$ cat config.mk
export PLATFORM = sky130hd
export DESIGN_NAME = fifo_mq
export DESIGN_NICKNAME = d
export VERILOG_FILES = /design/src/rtl/fifo_mq_pkg.sv /design/src/rtl/fifo_mq_ptr.sv /design/src/rtl/fifo_mq.sv
export SDC_FILE = /design/constraint.sdc
export NUM_CORES = 1
export LEC_CHECK = 0
export CAP_MARGIN = 10
export CORE_MARGIN = 2
export CORE_UTILIZATION = 45
export DETAILED_ROUTE_END_ITERATION = 6
export HOLD_SLACK_MARGIN = 0.02
export SYNTH_ARGS = -nofsm -noshare
export SYNTH_HDL_FRONTEND = slang
export SYNTH_SLANG_ARGS = --single-unit
$ cat constraint.sdc
create_clock -name clk -period 7 [get_ports clk]
set_input_delay 0.7 -clock clk [delete_from_list [all_inputs] [get_ports clk]]
set_output_delay 0.7 -clock clk [all_outputs]
set_load 0.02 [all_outputs]
$ cat src/rtl/fifo_mq_pkg.sv
// Shared constants, width helper, saturating add and per-queue status type
// for the multi-queue FWFT FIFO.
package fifo_mq_pkg;

  localparam int unsigned STATS_WIDTH      = 32'd16;
  localparam int unsigned STATUS_CNT_WIDTH = 32'd16;

  typedef struct packed {
    logic [STATUS_CNT_WIDTH-1:0] count;
    logic                        nonempty;
    logic                        almost_full;
  } q_status_t;

  function automatic int unsigned clog2_min1(input int unsigned n);
    int unsigned w;
    w = $clog2(n);
    return (w < 32'd1) ? 32'd1 : w;
  endfunction

  function automatic logic [STATS_WIDTH-1:0] sat_add(
    input logic [STATS_WIDTH-1:0] a,
    input logic [STATS_WIDTH-1:0] b
  );
    logic [STATS_WIDTH:0] sum;
    sum = {1'b0, a} + {1'b0, b};
    return sum[STATS_WIDTH] ? {STATS_WIDTH{1'b1}} : sum[STATS_WIDTH-1:0];
  endfunction

endpackage

$ cat src/rtl/fifo_mq_ptr.sv
// Per-queue read/write pointers and occupancy count; clear wins over push/pop.
module fifo_mq_ptr
  import fifo_mq_pkg::*;
#(
  parameter int DEPTH     = 4,
  parameter int PTR_WIDTH = clog2_min1(DEPTH),
  parameter int CNT_WIDTH = $clog2(DEPTH + 1)
) (
  input  logic                 clk,
  input  logic                 reset_n,
  input  logic                 push,
  input  logic                 pop_any,
  input  logic                 clear,
  output logic [PTR_WIDTH-1:0] o__rd_ptr,
  output logic [PTR_WIDTH-1:0] o__wr_ptr,
  output logic [CNT_WIDTH-1:0] o__count,
  output logic                 o__full,
  output logic                 o__empty
);

  logic [PTR_WIDTH-1:0] rd_ptr_q, rd_ptr_d;
  logic [PTR_WIDTH-1:0] wr_ptr_q, wr_ptr_d;
  logic [CNT_WIDTH-1:0] count_q, count_d;

  function automatic logic [PTR_WIDTH-1:0] ptr_inc(input logic [PTR_WIDTH-1:0] p);
    return (p == PTR_WIDTH'(DEPTH - 1)) ? {PTR_WIDTH{1'b0}} : p + PTR_WIDTH'(1);
  endfunction

  // Next pointer/count state
  always_comb begin
    rd_ptr_d = rd_ptr_q;
    wr_ptr_d = wr_ptr_q;
    count_d  = count_q;
    if (clear) begin
      rd_ptr_d = {PTR_WIDTH{1'b0}};
      wr_ptr_d = {PTR_WIDTH{1'b0}};
      count_d  = {CNT_WIDTH{1'b0}};
    end else begin
      wr_ptr_d = push    ? ptr_inc(wr_ptr_q) : wr_ptr_q;
      rd_ptr_d = pop_any ? ptr_inc(rd_ptr_q) : rd_ptr_q;
      case ({push, pop_any})
        2'b10:   count_d = count_q + CNT_WIDTH'(1);
        2'b01:   count_d = count_q - CNT_WIDTH'(1);
        default: count_d = count_q;
      endcase
    end
  end

  // State registers
  always_ff @(posedge clk or negedge reset_n) begin
    if (!reset_n) begin
      rd_ptr_q <= {PTR_WIDTH{1'b0}};
      wr_ptr_q <= {PTR_WIDTH{1'b0}};
      count_q  <= {CNT_WIDTH{1'b0}};
    end else begin
      rd_ptr_q <= rd_ptr_d;
      wr_ptr_q <= wr_ptr_d;
      count_q  <= count_d;
    end
  end

  assign o__rd_ptr = rd_ptr_q;
  assign o__wr_ptr = wr_ptr_q;
  assign o__count  = count_q;
  assign o__full   = (count_q == CNT_WIDTH'(DEPTH));
  assign o__empty  = (count_q == {CNT_WIDTH{1'b0}});

endmodule

$ cat src/rtl/fifo_mq.sv
// Multi-queue FWFT FIFO over one statically partitioned buffer.
// Optional per-queue drop statistics with `define FIFO_MQ_STATS_EN.
module fifo_mq
  import fifo_mq_pkg::*;
#(
  parameter int   DATA_WIDTH         = 64,
  parameter int   DEPTH              = 4,
  parameter int   NUM_QUEUES         = 4,
  parameter int   ALMOST_FULL_THRESH = DEPTH - 1,
  localparam int  QID_WIDTH          = clog2_min1(NUM_QUEUES),
  localparam int  PTR_WIDTH          = clog2_min1(DEPTH),
  localparam int  CNT_WIDTH          = $clog2(DEPTH + 1)
) (
  input  logic                  clk,
  input  logic                  reset_n,
  input  logic                  i__enq_valid,
  input  logic [QID_WIDTH-1:0]  i__enq_qid,
  input  logic [DATA_WIDTH-1:0] i__enq_data,
  output logic                  o__enq_ready,
  input  logic [QID_WIDTH-1:0]  i__deq_qid,
  output logic                  o__deq_valid,
  output logic [DATA_WIDTH-1:0] o__deq_data,
  input  logic                  i__deq_ready,
  input  logic                  i__drop_valid,
  input  logic [QID_WIDTH-1:0]  i__drop_qid,
  output logic                  o__drop_ack,
  input  logic                  i__clear_valid,
  input  logic [QID_WIDTH-1:0]  i__clear_qid,
`ifdef FIFO_MQ_STATS_EN
  output logic [STATS_WIDTH-1:0] oa__drop_count [NUM_QUEUES],
`endif
  output logic [CNT_WIDTH-1:0]  oa__queue_length [NUM_QUEUES],
  output logic [NUM_QUEUES-1:0] o__nonempty_mask,
  output logic [NUM_QUEUES-1:0] o__almost_full_mask
);

  localparam int ENTRIES    = NUM_QUEUES * DEPTH;
  localparam int ADDR_WIDTH = clog2_min1(ENTRIES);

  logic [DATA_WIDTH-1:0] mem_q [ENTRIES];
  logic [PTR_WIDTH-1:0]  rd_ptr_s [NUM_QUEUES];
  logic [PTR_WIDTH-1:0]  wr_ptr_s [NUM_QUEUES];
  logic [CNT_WIDTH-1:0]  count_s  [NUM_QUEUES];
  q_status_t             status_s [NUM_QUEUES];
  logic [NUM_QUEUES-1:0] full_s, empty_s;
  logic [NUM_QUEUES-1:0] enq_hit_s, deq_hit_s, drop_hit_s, clr_hit_s;
  logic [NUM_QUEUES-1:0] push_s, pop_any_s;
  logic                  enq_ready_s, deq_valid_s, pop_s, drop_ack_s;
  logic [ADDR_WIDTH-1:0] wr_addr_s, rd_addr_s;
  logic                  unused_status_s;

  // Qid decode; an out-of-range qid matches no queue, so it is naturally inert
  always_comb begin
    enq_hit_s  = {NUM_QUEUES{1'b0}};
    deq_hit_s  = {NUM_QUEUES{1'b0}};
    drop_hit_s = {NUM_QUEUES{1'b0}};
    clr_hit_s  = {NUM_QUEUES{1'b0}};
    for (int q = 0; q < NUM_QUEUES; q++) begin
      enq_hit_s[q]  = (i__enq_qid  == QID_WIDTH'(q));
      deq_hit_s[q]  = (i__deq_qid  == QID_WIDTH'(q));
      drop_hit_s[q] = (i__drop_qid == QID_WIDTH'(q));
      clr_hit_s[q]  = i__clear_valid & (i__clear_qid == QID_WIDTH'(q));
    end
  end

  // Handshakes and arbitration: one head removal per cycle, pop before drop
  always_comb begin
    enq_ready_s = reset_n & (|enq_hit_s) & ~(|(enq_hit_s & full_s))
                & ~(|(enq_hit_s & clr_hit_s));
    deq_valid_s = |(deq_hit_s & ~empty_s);
    pop_s       = deq_valid_s & i__deq_ready;
    drop_ack_s  = i__drop_valid & (|(drop_hit_s & ~empty_s)) & ~pop_s
                & ~(|(drop_hit_s & clr_hit_s));
    push_s      = enq_hit_s & {NUM_QUEUES{i__enq_valid & enq_ready_s}};
    pop_any_s   = (deq_hit_s & {NUM_QUEUES{pop_s}})
                | (drop_hit_s & {NUM_QUEUES{drop_ack_s}});
  end

  // Buffer addresses: queue q owns the slice q*DEPTH .. q*DEPTH+DEPTH-1
  always_comb begin
    wr_addr_s = {ADDR_WIDTH{1'b0}};
    rd_addr_s = {ADDR_WIDTH{1'b0}};
    for (int q = 0; q < NUM_QUEUES; q++) begin
      wr_addr_s = wr_addr_s | ({ADDR_WIDTH{enq_hit_s[q]}}
                & (ADDR_WIDTH'(q * DEPTH) + ADDR_WIDTH'(wr_ptr_s[q])));
      rd_addr_s = rd_addr_s | ({ADDR_WIDTH{deq_hit_s[q]}}
                & (ADDR_WIDTH'(q * DEPTH) + ADDR_WIDTH'(rd_ptr_s[q])));
    end
  end

  // Storage write port; contents deliberately carry no reset
  always_ff @(posedge clk) begin
    if (|push_s) begin
      mem_q[wr_addr_s] <= i__enq_data;
    end
  end

  for (genvar q = 0; q < NUM_QUEUES; q++) begin : g_queue
    fifo_mq_ptr #(
      .DEPTH     (DEPTH),
      .PTR_WIDTH (PTR_WIDTH),
      .CNT_WIDTH (CNT_WIDTH)
    ) u_ptr (
      .clk       (clk),
      .reset_n   (reset_n),
      .push      (push_s[q]),
      .pop_any   (pop_any_s[q]),
      .clear     (clr_hit_s[q]),
      .o__rd_ptr (rd_ptr_s[q]),
      .o__wr_ptr (wr_ptr_s[q]),
      .o__count  (count_s[q]),
      .o__full   (full_s[q]),
      .o__empty  (empty_s[q])
    );
  end

  // Per-queue status derived from registered counts
  always_comb begin
    unused_status_s = 1'b0;
    for (int q = 0; q < NUM_QUEUES; q++) begin
      status_s[q].count       = STATUS_CNT_WIDTH'(count_s[q]);
      status_s[q].nonempty    = ~empty_s[q];
      status_s[q].almost_full = (32'(count_s[q]) >= ALMOST_FULL_THRESH);
      unused_status_s         = unused_status_s ^ (^status_s[q].count);
    end
  end

  // Status fan-out to ports
  always_comb begin
    o__nonempty_mask    = {NUM_QUEUES{1'b0}};
    o__almost_full_mask = {NUM_QUEUES{1'b0}};
    for (int q = 0; q < NUM_QUEUES; q++) begin
      oa__queue_length[q]    = status_s[q].count[CNT_WIDTH-1:0];
      o__nonempty_mask[q]    = status_s[q].nonempty;
      o__almost_full_mask[q] = status_s[q].almost_full;
    end
  end

  assign o__enq_ready = enq_ready_s;
  assign o__deq_valid = deq_valid_s;
  assign o__deq_data  = mem_q[rd_addr_s];
  assign o__drop_ack  = drop_ack_s;

`ifdef FIFO_MQ_STATS_EN
  logic [STATS_WIDTH-1:0] drop_cnt_q [NUM_QUEUES];
  logic [STATS_WIDTH-1:0] drop_cnt_d [NUM_QUEUES];

  // A clear discards the whole current occupancy; a drop can never hit a clearing queue
  always_comb begin
    for (int q = 0; q < NUM_QUEUES; q++) begin
      if (clr_hit_s[q]) begin
        drop_cnt_d[q] = sat_add(drop_cnt_q[q], status_s[q].count);
      end else if (drop_hit_s[q] & drop_ack_s) begin
        drop_cnt_d[q] = sat_add(drop_cnt_q[q], STATS_WIDTH'(1));
      end else begin
        drop_cnt_d[q] = drop_cnt_q[q];
      end
    end
  end

  // Drop statistics registers
  always_ff @(posedge clk or negedge reset_n) begin
    if (!reset_n) begin
      for (int q = 0; q < NUM_QUEUES; q++) begin
        drop_cnt_q[q] <= {STATS_WIDTH{1'b0}};
      end
    end else begin
      drop_cnt_q <= drop_cnt_d;
    end
  end

  assign oa__drop_count = drop_cnt_q;
`endif

endmodule

==> flow_summary.ini <==
[synth]
mappedNetlistNets = 2129
synth_compound_gate_area_share_pct = 0.4671
netlist_instances = 2035
postSynth.asyncResetShare_pct = 2.662
yosysWarnings = 0
synth_ff_type = edfxtp_1
syn_area_per_cell_um2 = 20.67
cell_types_with_the_largest_area_share_after_synthesis = edfxtp_1 73%, mux2i_1 14%, mux4_2 7.2%
yosys-mux-area-fraction_pct = 21.31
netlist.top_cell.by_area = edfxtp_1
synthAdderAreaFrac_pct = 0.5474
cell_with_the_most_instances_after_synthesis = edfxtp_1
synth-seq-cells = 1052
simple_gate_fraction_of_synth_area_pct = 1.134
xor_xnor_share_of_the_synthesized_area_pct = 0.2083
sequential_cell_area_fraction_in_the_yosys_report_pct = 74.79
ys_top_cells_by_count = 1024 x edfxtp_1, 594 x mux2i_1, 134 x mux4_2
syn_area_um2 = 42050
synth.top_cell.area_share_pct = 73.12
dominant_combinational_cell_family_by_area_after_synthesis = multiplexers
synth_cell_types = 38
synth_edf_count = 1024

[min_path]
worst_hold_path_type = in -> async

[grt]
grt.overflow.total = 0
grt_use_total_pct = 19.32
antenna_found_initial = 6
global_route_wire_length_before_repair_um = 134700
grt_pass1_vias = 20460
grt_max_degree = 84

[clocking]
post-cts-setup-buffers = 0
cts.htree.levels = 3
post_cts.resized_instances = 0
tritoncts = built
clkSinkCount = 1052
worst_setup_hold_path_clk_slew_ns = 0.06
clockRootBuffer = clkbuf_16
cts_hold_buffers = 0
numCtsBuffers = 107
cts-root-to-sink-buffers = 3
worst_skew_pair.late_latency_ns = 0.66

[placed_design]
place_ws_ns = 1.705
gp_congestion = 0.7338
place.detailed.hpwl_um = 47350
dp.cells = 3405
port_buffers = 164

[floorplan]
io-pin-count = 165
floorplan.core_area_um2 = 92910
fp.dieW_um = 309.7
die-area_um2 = 95910
start_util_pct = 45.26
die_height_um = 309.7
floorplan_row_count = 112

[timing]
slew_viol_final = 0
slew_headroom_pct = 25.82
hold_violations = 0
least_setup_slack_across_all_paths_after_layout_ns = 1.760
max_freq_mhz = 190.8
finalSetupTns_ns = 0
timing.clock.skew_ns = 0.01745
tightestPinTransition_ns = 1.110
final_period_minus_worst_setup_slack_ns = 5.240
report.final.setup_viol = 0
timing.final.crit_share_pct = 74.85
grt_setup_unrepaired = no

[worst_setup_path]
worst-endpoint-required_ns = 6.30
cp_cell_sequence = buf_6 -> mux4_4 -> buf_4 -> mux2i_1 -> mux4_2 -> mux2i_1 -> clkdlybuf4s50_1
reg_to_reg_slack_setup_ns = 3.67
path_class = in -> out
path_common_cell = mux2i_1
max_stage_delay_ns = 1.07
critical_path.slowest_cell = mux4_4
worst_setup_path_end_kind = output pin
crit_path_max_fanout = 38
setup.worst_path.start = i__deq_qid[0]
worst_setup_path_start_kind = primary input
crit_family = multiplexers
worstPathBufferInverterCount = 3
worstPathArrival_ns = 4.54
worstReg2RegStart = g_queue[2].u_ptr.o__count[1]$_DFFE_PN0P_
worstReg2RegEnd = g_queue[1].u_ptr.o__count[2]$_DFFE_PN0P_
r2r_cells = 10

[power]
static-leakage-power_nw = 15.48
power.density_nw_per_um2 = 348.5
ir_worst_vdd_v = 0.0002101

[drt]
first_iter_violations = 1412
detail_route.drc_violations = 0
routed-via-count = 19570
routed_wirelength_um = 91990
antenna_violating_nets_post_route = 0
drt_pass1_iterations = 5
wire_per_inst_um = 25.54
viasPerCell = 5.432

[layout]
layout.cells.non_filler = 3602
final_layout_size_suffix_gt1_share_pct = 15.22
post-route-util_pct = 52.49
final.fill_count = 7200
final_nets = 2354
flow.area_growth_from_synthesis_pct = 15.97

[job]
maxCapViolations = 0

[run_status]
status = completed
state kept, by name, indices dropped and copies added, names as in the netlist:
register,count
g_queue.u_ptr.o__count,12
g_queue.u_ptr.o__rd_ptr,8
g_queue.u_ptr.o__wr_ptr,8
mem_q,1024
layout by cell type (no fill, tap or decap), drive strengths merged, types with 2 or more instances in the layout:
master / count
edfxtp: 1024
mux2i: 594
clkdlybuf4s50: 162
mux4: 134
clkbuf: 133
buf: 54
clkinv: 46
nor2: 33
dfrtp: 28
nand2: 21
or3: 14
a21oi: 12
ha: 12
bufinv: 11
xnor2: 6
nand2b: 6
nand3: 5
inv: 5
o21ai: 5
a21o: 4
xor2: 4
fa: 4
clkinvlp: 4
or2: 3
and3: 3
nand3b: 3
diode: 2
a211o: 2
nor2b: 2
o2111ai: 2
a211oi: 2
cell type report:
type                       count  area (um^2)  area share (%)
sequential                  1052        31450           64.49
tap                         1254         1569           3.217
timing repair buffer         216         2222           4.556
antenna                        2        5.005         0.01026
clock inverter                62        568.0           1.165
inverter                       4        15.01         0.03079
clock buffer                 133         2860           5.865
multi-input combinational    879        10080           20.67
routing by layer:
layer	wire length, um	GRT usage, %
met3	4249	3.457
met1	40190	26.36
met2	46090	32.42
met4	1406	4.561
met5	59	0
worst max-delay path by stage:
stage | end | cells after the start
6_report | o__deq_data[33] | 7
5_1_grt | o__deq_data[32] | 7
4_1_cts | o__deq_data[32] | 7
3_5_place_dp | o__deq_data[32] | 7
3_3_place_gp | o__deq_data[32] | 7
2_1_floorplan | mem_q[0][0]$_DFFE_PP_ | 4
stage by stage:
stage / power (mW) / cell area [um^2] / hold WS [ns]
3_5_place_dp: 11.65 / 45340 / 0.5585
6_report: 17.00 / 48770 / 0.4406
2_1_floorplan: 10.36 / 42050 / 0.4044
5_1_grt: 17.69 / 48770 / 0.4411
4_1_cts: 17.22 / 48760 / 0.4059
3_3_place_gp: 11.58 / 45340 / 0.5364
report_power, final:
group / total [mW] / switching, mW / internal (mW)
Clock: 5.56 / 2.28 / 3.28
Combinational: 4.29 / 2.16 / 2.13
Sequential: 7.15 / 0.0977 / 7.05
kinds of logic (layout without fill, tap and decap cells):
group           count (synthesis)  in the layout
compound gates                 30             30
fa+ha+maj                      16             16
other cells                     0              2
flops                        1052           1052
mux                           728            728
simple gates                   95             95
buf+inv                       104            415
xor+xnor                       10             10
Power figures use the tool's default switching activity.
